File: src/rtl/sigma_delta_final_pkg.sv
// Shared constants for the MASH 1-1-1 sigma-delta block: output coding,
// output/internal widths and the fraction-width derivation.
package sigma_delta_final_pkg;

    // Offset-binary coding: sd_out = y + SD_OFFSET, y in -3..+4
    localparam int SD_OFFSET = 3;
    localparam int SD_OUT_W  = 3;
    // Signed width of the combined MASH output before offsetting
    localparam int Y_W       = 4;

    // Fraction width is half the control-word width
    function automatic int frac_width(input int bitwidth);
        return bitwidth / 2;
    endfunction

endpackage

File: src/rtl/mash111_core.sv
// Three cascaded first-order accumulators with the MASH 1-1-1 carry
// recombination network; advances only when en is high.
module mash111_core
    import sigma_delta_final_pkg::*;
#(
    parameter int F = 16
) (
    input  logic                clk,
    input  logic                reset,
    input  logic                en,
    input  logic [F-1:0]        frac,
    output logic [SD_OUT_W-1:0] y_out
);

    logic [F-1:0] acc1, acc2, acc3;
    logic         c2_d, c3_d, c3_dd;
    logic [F:0]   sum1, sum2, sum3;
    logic         c1, c2, c3;
    logic signed [Y_W-1:0] y_p0;

    // Zero-extend a single carry bit into the signed combining width
    function automatic logic signed [Y_W-1:0] c_ext(input logic c);
        return {{(Y_W-1){1'b0}}, c};
    endfunction

    // Map signed y (-3..+4) onto the offset-binary output code (0..7)
    function automatic logic [SD_OUT_W-1:0] to_offset(input logic signed [Y_W-1:0] y);
        logic signed [Y_W-1:0] t;
        t = y + Y_W'(SD_OFFSET);
        return t[SD_OUT_W-1:0];
    endfunction

    // Accumulator sums for this tick; each stage adds the previous stage's new value
    always_comb begin
        sum1 = {1'b0, acc1} + {1'b0, frac};
        sum2 = {1'b0, acc2} + {1'b0, sum1[F-1:0]};
        sum3 = {1'b0, acc3} + {1'b0, sum2[F-1:0]};
        c1   = sum1[F];
        c2   = sum2[F];
        c3   = sum3[F];
        y_p0 = c_ext(c1)
             + (c_ext(c2) - c_ext(c2_d))
             + (c_ext(c3) - (c_ext(c3_d) <<< 1) + c_ext(c3_dd));
    end

    // Modulator state and registered output; reset wins over a coincident enable
    always_ff @(posedge clk) begin
        if (reset) begin
            acc1  <= '0;
            acc2  <= '0;
            acc3  <= '0;
            c2_d  <= 1'b0;
            c3_d  <= 1'b0;
            c3_dd <= 1'b0;
            y_out <= SD_OUT_W'(SD_OFFSET);
        end else if (en) begin
            acc1  <= sum1[F-1:0];
            acc2  <= sum2[F-1:0];
            acc3  <= sum3[F-1:0];
            c2_d  <= c2;
            c3_dd <= c3_d;
            c3_d  <= c3;
            y_out <= to_offset(y_p0);
        end
    end

endmodule

File: src/rtl/sigma_delta_final_top.sv
// Sigma-delta top: divides clk by FSIG to produce the modulator tick and
// feeds the fractional half of kin into the MASH 1-1-1 core.
module sigma_delta_final_top
    import sigma_delta_final_pkg::*;
#(
    parameter int FSIG     = 1000,
    parameter int BITWIDTH = 32
) (
    input  logic                clk,
    input  logic                reset,
    input  logic [BITWIDTH-1:0] kin,
    output logic [SD_OUT_W-1:0] sd_out
);

    localparam int F     = frac_width(BITWIDTH);
    localparam int CNT_W = (FSIG > 1) ? $clog2(FSIG) : 1;
    localparam logic [CNT_W-1:0] CNT_LAST = CNT_W'(FSIG - 1);

    logic [CNT_W-1:0] cnt;
    logic             tick;
    logic             unused_int;

    // The integer part of kin has no role in this block
    assign unused_int = ^kin[BITWIDTH-1:F];

    assign tick = (cnt == CNT_LAST);

    // Free-running 0..FSIG-1 divider; tick on the terminal count
    always_ff @(posedge clk) begin
        if (reset) begin
            cnt <= '0;
        end else if (tick) begin
            cnt <= '0;
        end else begin
            cnt <= cnt + 1'b1;
        end
    end

    mash111_core #(
        .F(F)
    ) u_core (
        .clk   (clk),
        .reset (reset),
        .en    (tick),
        .frac  (kin[F-1:0]),
        .y_out (sd_out)
    );

endmodule

File: config.mk
export PLATFORM = sky130hd
export DESIGN_NAME = sigma_delta_final_top
export DESIGN_NICKNAME = d
export VERILOG_FILES = /design/src/rtl/sigma_delta_final_pkg.sv /design/src/rtl/mash111_core.sv /design/src/rtl/sigma_delta_final_top.sv
export SDC_FILE = /design/constraint.sdc
export NUM_CORES = 1
export LEC_CHECK = 0
export CORE_MARGIN = 10
export CORE_UTILIZATION = 30
export DETAILED_ROUTE_END_ITERATION = 7
export DONT_BUFFER_PORTS = 1
export GPL_TIMING_DRIVEN = 0
export PLACE_DENSITY = 0.48
export SYNTH_ARGS = -nofsm -noshare
export SYNTH_HDL_FRONTEND = slang
export SYNTH_HIERARCHICAL = 1
export SYNTH_SLANG_ARGS = --single-unit
File: constraint.sdc
create_clock -name clk -period 13.1 [get_ports clk]
set_input_delay 2.62 -clock clk [delete_from_list [all_inputs] [get_ports clk]]
set_output_delay 2.62 -clock clk [all_outputs]
set_load 0.03 [all_outputs]
---- After elaboration in Yosys (flattened, before gate mapping) ----
Index checks and enable logic that the tools add are counted.
storage, ports and cells
  register bits after elaboration ......... 64
  output and inout port bits .............. 3
  logic and storage cells ................. 20
operators by class
  $add $sub $neg .......................... 10
  equal/unequal tests ..................... 1
  reduce and logical (&&, ||, !) cells .... 1
operators by type and width
  operator                                       count
  adder 16 x 16 -> 17 bit                        3
  adder 10 x 1 -> 10 bit, second input constant  1
  equality test 10 bit, second input constant    1
  adder 2 x 3 -> 3 bit                           1
  adder 3 x 2 -> 3 bit                           1
  adder 3 bit                                    1
  adder 3 bit, second input constant             1
  subtractor 1 x 2 -> 3 bit                      1
  OR reduction 2 bit                             1
  subtractor 1 x 1 -> 2 bit                      1

---- Depth between registers and ports, before layout ----
Gate-level depths: netlist of the first run.
  depth in word-level cells ............... 7
  gate-level depth with buffers ........... 27
  gate-level depth less buffers ........... 27

---- By module ----
The synthesis of the first run kept the hierarchy.
modules (own cells, without submodules)
  module                 instances  cells an instance  area each (um^2)
  mash111_core           1          512                4296.6
  sigma_delta_final_top  1          56                 490.5

---- Worst setup path after synthesis of the first run ----
No wires, ideal clock.
  kind .................................... input to register
  start point ............................. in kin[1]
  end point ............................... reg u_core.y_out[2]
  arrival time ............................ 7.753 ns
  data required time ...................... 13.014 ns
  slack ................................... 5.261 ns
  stages on the path ...................... 24
  cell sequence ........................... ha_1 -> a211oi_2 -> o21bai_1 -> o41a_1 -> a21o_1 -> a21oi_1 -> xnor2_1 -> ha_1 -> clkbuf_1 -> nand2_1 -> o21ai_0 -> a31oi_1 -> o21ai_0 -> xor2_1 -> ha_1 -> a21oi_1 -> or3b_2 -> a31oi_1 -> ha_1 -> inv_1 -> fa_1 -> fa_1 -> xnor2_1 -> a211oi_1
on the way
  cells in the longest elaborated chain, start to end .. 7
ends and longest elaborated chain
  item                       line                         text
  start, declared            sigma_delta_final_top.sv:11  input logic [BITWIDTH-1:0] kin,
  adder 16 x 16 -> 17 bit    mash111_core.sv:35           sum1 = {1'b0, acc1} + {1'b0, frac};
  named net u_core.sum1[9]   mash111_core.sv:17           logic [F:0] sum1, sum2, sum3;
  adder 16 x 16 -> 17 bit    mash111_core.sv:36           sum2 = {1'b0, acc2} + {1'b0, sum1[F-1:0]};
  named net u_core.sum2[13]  mash111_core.sv:17
  adder 16 x 16 -> 17 bit    mash111_core.sv:37           sum3 = {1'b0, acc3} + {1'b0, sum2[F-1:0]};
  subtractor 1 x 2 -> 3 bit  mash111_core.sv:43           + (c_ext(c3) - (c_ext(c3_d) <<< 1) + c_ext(c3_dd));
  adder 3 x 2 -> 3 bit       mash111_core.sv:43
  adder 3 bit                mash111_core.sv:43
  adder 3 bit                mash111_core.sv:29           t = y + Y_W'(SD_OFFSET);
  end signal, assigned       mash111_core.sv:55           y_out <= SD_OUT_W'(SD_OFFSET);
  end signal, assigned       mash111_core.sv:63           y_out <= to_offset(y_p0);
  end, declared              mash111_core.sv:12           output logic [SD_OUT_W-1:0] y_out
The timed path passes the listed nets, and every way through them passes these cells.
A chain may end at the register's enable or synchronous reset.

---- Worst setup path in the final report of the first run ----
  start point ............................. in kin[0]
  end point ............................... reg u_core.y_out[2]
The elaborated chain is that of the path after synthesis.

==> out/metrics.yaml, run 1 <==
global_routing:
  grt_pass1_wl_mm: 20.5
  grt_max_degree: 12
  grt_pass1_vias: 3997
  met2_usage_pct: 18.7
  track_usage_pct: 11.7
  overflow: 0
  antenna_found_initial: 0
  use_met1_pct: 15.3
  top_usage_layer: "met2"
  grtUsageMet3_pct: 2.97
yosys:
  ys.flop_type: "dfxtp_1"
  yosys.area.top_type: "dfxtp_1"
  synth_fp_nets: 662
  async_reset_ff_share_pct: 0
  synth_top_area_share_pct: 26.8
  netlist_instances: 568
  synth_area_um2: 4790
  synthTopCellsByArea: "dfxtp_1, ha_1, mux2i_1"
  yosys_warnings: 6
  seq_area_frac_synth_pct: 26.8
  syn_area_per_cell_um2: 8.43
  ys_types: 61
  synth-seq-cells: 64
  synth_edf_count: 0
hold_path:
  hold_path_startpoint: "cnt[0]$_SDFF_PP0_"
  min_path_cells: 1
  hold-path-endpoint: "cnt[0]$_SDFF_PP0_"
  hold_path.class: "flip-flop to flip-flop"
timing:
  setup_viol: 0
  worst_pin_slew_ps: 1030
  period_minus_slack_ps: 8420
  setup_tns_ps: 0
  hold_viol_final: 0
  fin_hold_ws_ps: 469
  fmax_mhz: 119
  max_slew_margin_pct: 31.6
  maxSlewViolCount: 0
  rsz0062_at_grt: "no"
  timing.final.crit_share_pct: 64.3
  setup_slack_ps: 4680
  finClkSkew_ps: 12.3
run_status:
  status: "finished clean"
critical_path:
  r2r_cells: 25
  cp-end-kind: "flip-flop"
  reg2reg_from: "u_core/acc1[0]$_SDFFE_PP0P_"
  reg2reg_slack_ps: 6620
  crit_path_max_incr_delay_ps: 490
  crit_type: "input port to flip-flop"
  arrival_ps: 8670
  cpMostUsedCell: "ha_1"
  r2r-end: "u_core/y_out[2]$_SDFFE_PP0P_"
  required_ps: 13350
  critPathMaxFanout: 7
  crit_slowest_cell: "o21ai_0"
  cp-start-kind: "input port"
routing:
  drt_pass1_iterations: 8
  vias: 4160
  wl_per_cell_um: 15.4
  drtAntennaViolNets: 0
  drt-total-wl_mm: 12.3
  drc: 0
  drtIter0Drc: 251
  via_per_inst: 5.20
placed_design:
  dp_hpwl_mm: 9.24
  post-place-ws_ps: 4400
  port_buffers: 0
  gp_congestion: 0.881
  placed_cell_area_um2: 5060
power:
  power_leakage_nw: 2.16
  finalPower_mw: 0.517
  ir_worst_vdd_v: 0.0000641
  powerDensity_nw_per_um2: 95.8
cts:
  post_cts_buffers: 0
  cts.clk_slew.worst_paths_ps: 60
  ctsResizeCount: 0
  root_buffer: "clkbuf_16"
  cts_max_path_buffers: 2
  ctsHoldBuffers: 0
  cts_buffers: 9
  htree_levels: 3
  cts.sinks: 64
  tritoncts: "yes"
  clock_latency_ps: 350
layout:
  layout_common_cells: "dfxtp_1, nor2_1, ha_1"
  syn_to_final_growth_pct: 12.7
  layout_commonest_cell: "dfxtp_1"
  drive_gt1_share_pct: 4.28
  diodes: 0
  nNetsFinal: 673
  finalInstanceArea_um2: 5390
die:
  core_area_um2: 15800
  die_h_um: 146
  die_x_um: 146
  initial_core_util_pct: 30.4
  rows: 46
  io_pins: 37
  dieArea_um2: 21400
job:
  max_cap_viol_count: 0
[layout make-up]
type,instances,area [µm²]
Fill cell,1672,10400
Multi-Input combinational cell,455,3320
Sequential cell,64,1280
Tap cell,216,270
Clock buffer,10,229
Clock inverter,6,108
Inverter,27,101
Buffer,22,82.6
[synthesized netlist by cell type (7+ instances only)]
master / count
xor2_1: 12
nand3_1: 10
nor2_1: 62
dfxtp_1: 64
nand2_1: 25
o21a_1: 7
mux2i_1: 30
a21o_1: 15
clkbuf_1: 19
xnor2_1: 25
and3_1: 7
o21ai_0: 33
inv_1: 26
a211oi_1: 14
nor3_1: 14
a21oi_1: 40
nand4_1: 10
ha_1: 55
a31oi_1: 8
[cell families (layout without fill, tap and decap cells)]
| logic type | after synthesis | in the layout | synth area share [%] |
|---|---|---|---|
| and+or+nand+nor | 169 | 169 | 17.9 |
| xor gates and xnor gates | 37 | 37 | 6.77 |
| adders and majority gates | 60 | 60 | 16.5 |
| buffers and inverters | 49 | 65 | 3.84 |
| DFF | 64 | 64 | 26.8 |
| AOI/OAI and AO/OA | 159 | 159 | 22.0 |
| muxes | 30 | 30 | 6.27 |
[worst max-delay path: cells and delay by family]
kind / cells / cell delay (ps)
AOI/OAI and AO/OA: 9 / 2150
xor gates and xnor gates: 3 / 640
adders and majority gates: 7 / 2160
buffers and inverters: 3 / 370
and+or+nand+nor: 3 / 720
[registers in the layout (all words and copies together), names as in the netlist]
signal and flops:
cnt 10, u_core/acc1 16, u_core/acc2 16, u_core/acc3 16
u_core/c2_d 1, u_core/c3_d 1, u_core/c3_dd 1, u_core/y_out 3
[metal layers]
layer,wire (µm),vias up
li1,-,2128
met1,6150,1961
met2,5550,64
met3,501,7
met4,127,0
met5,0,-
[power by group]
group          internal [mW]  switching, mW
logic                 0.0137         0.0246
registers              0.196        0.00170
clock network          0.185         0.0955
[through the flow]
step / cells / utilization (%)
3_5_place_dp: 784 / 32.1
3_3_place_gp: 784 / 32.1
2_1_floorplan: 568 / -
5_1_grt: 800 / 34.2
6_report: 800 / 34.2
4_1_cts: 800 / 34.2
[how the worst max path moves through the flow]
stage | startpoint | end | slack [ps] | depth (start not counted)
floorplan | kin[1] | u_core/y_out[2]$_SDFFE_PP0P_ | 5260 | 24
global placement | kin[0] | u_core/y_out[2]$_SDFFE_PP0P_ | 4380 | 25
detailed placement | kin[0] | u_core/y_out[2]$_SDFFE_PP0P_ | 4400 | 25
CTS | kin[0] | u_core/y_out[2]$_SDFFE_PP0P_ | 4720 | 25
global route | kin[0] | u_core/y_out[2]$_SDFFE_PP0P_ | 4240 | 25
finish | kin[0] | u_core/y_out[2]$_SDFFE_PP0P_ | 4680 | 25
Note: power is estimated with default switching activity, not from simulation.
==> run 2, diff against run 1 <==
Clock period 13.1 ns to 8 ns, I/O delays scaled along.
==> results of run 2 <==
Same layout as run 1 (identical final DEF). Status: finished clean.
Main changes from that run: setup slack after placement 4400 ps -> 319 ps; setup slack after layout 4680 ps -> 602 ps; register-to-register setup slack 6620 ps -> 1520 ps; total power 0.517 mW -> 0.846 mW; worst IR drop on VDD 0.0000641 V -> 0.000105 V
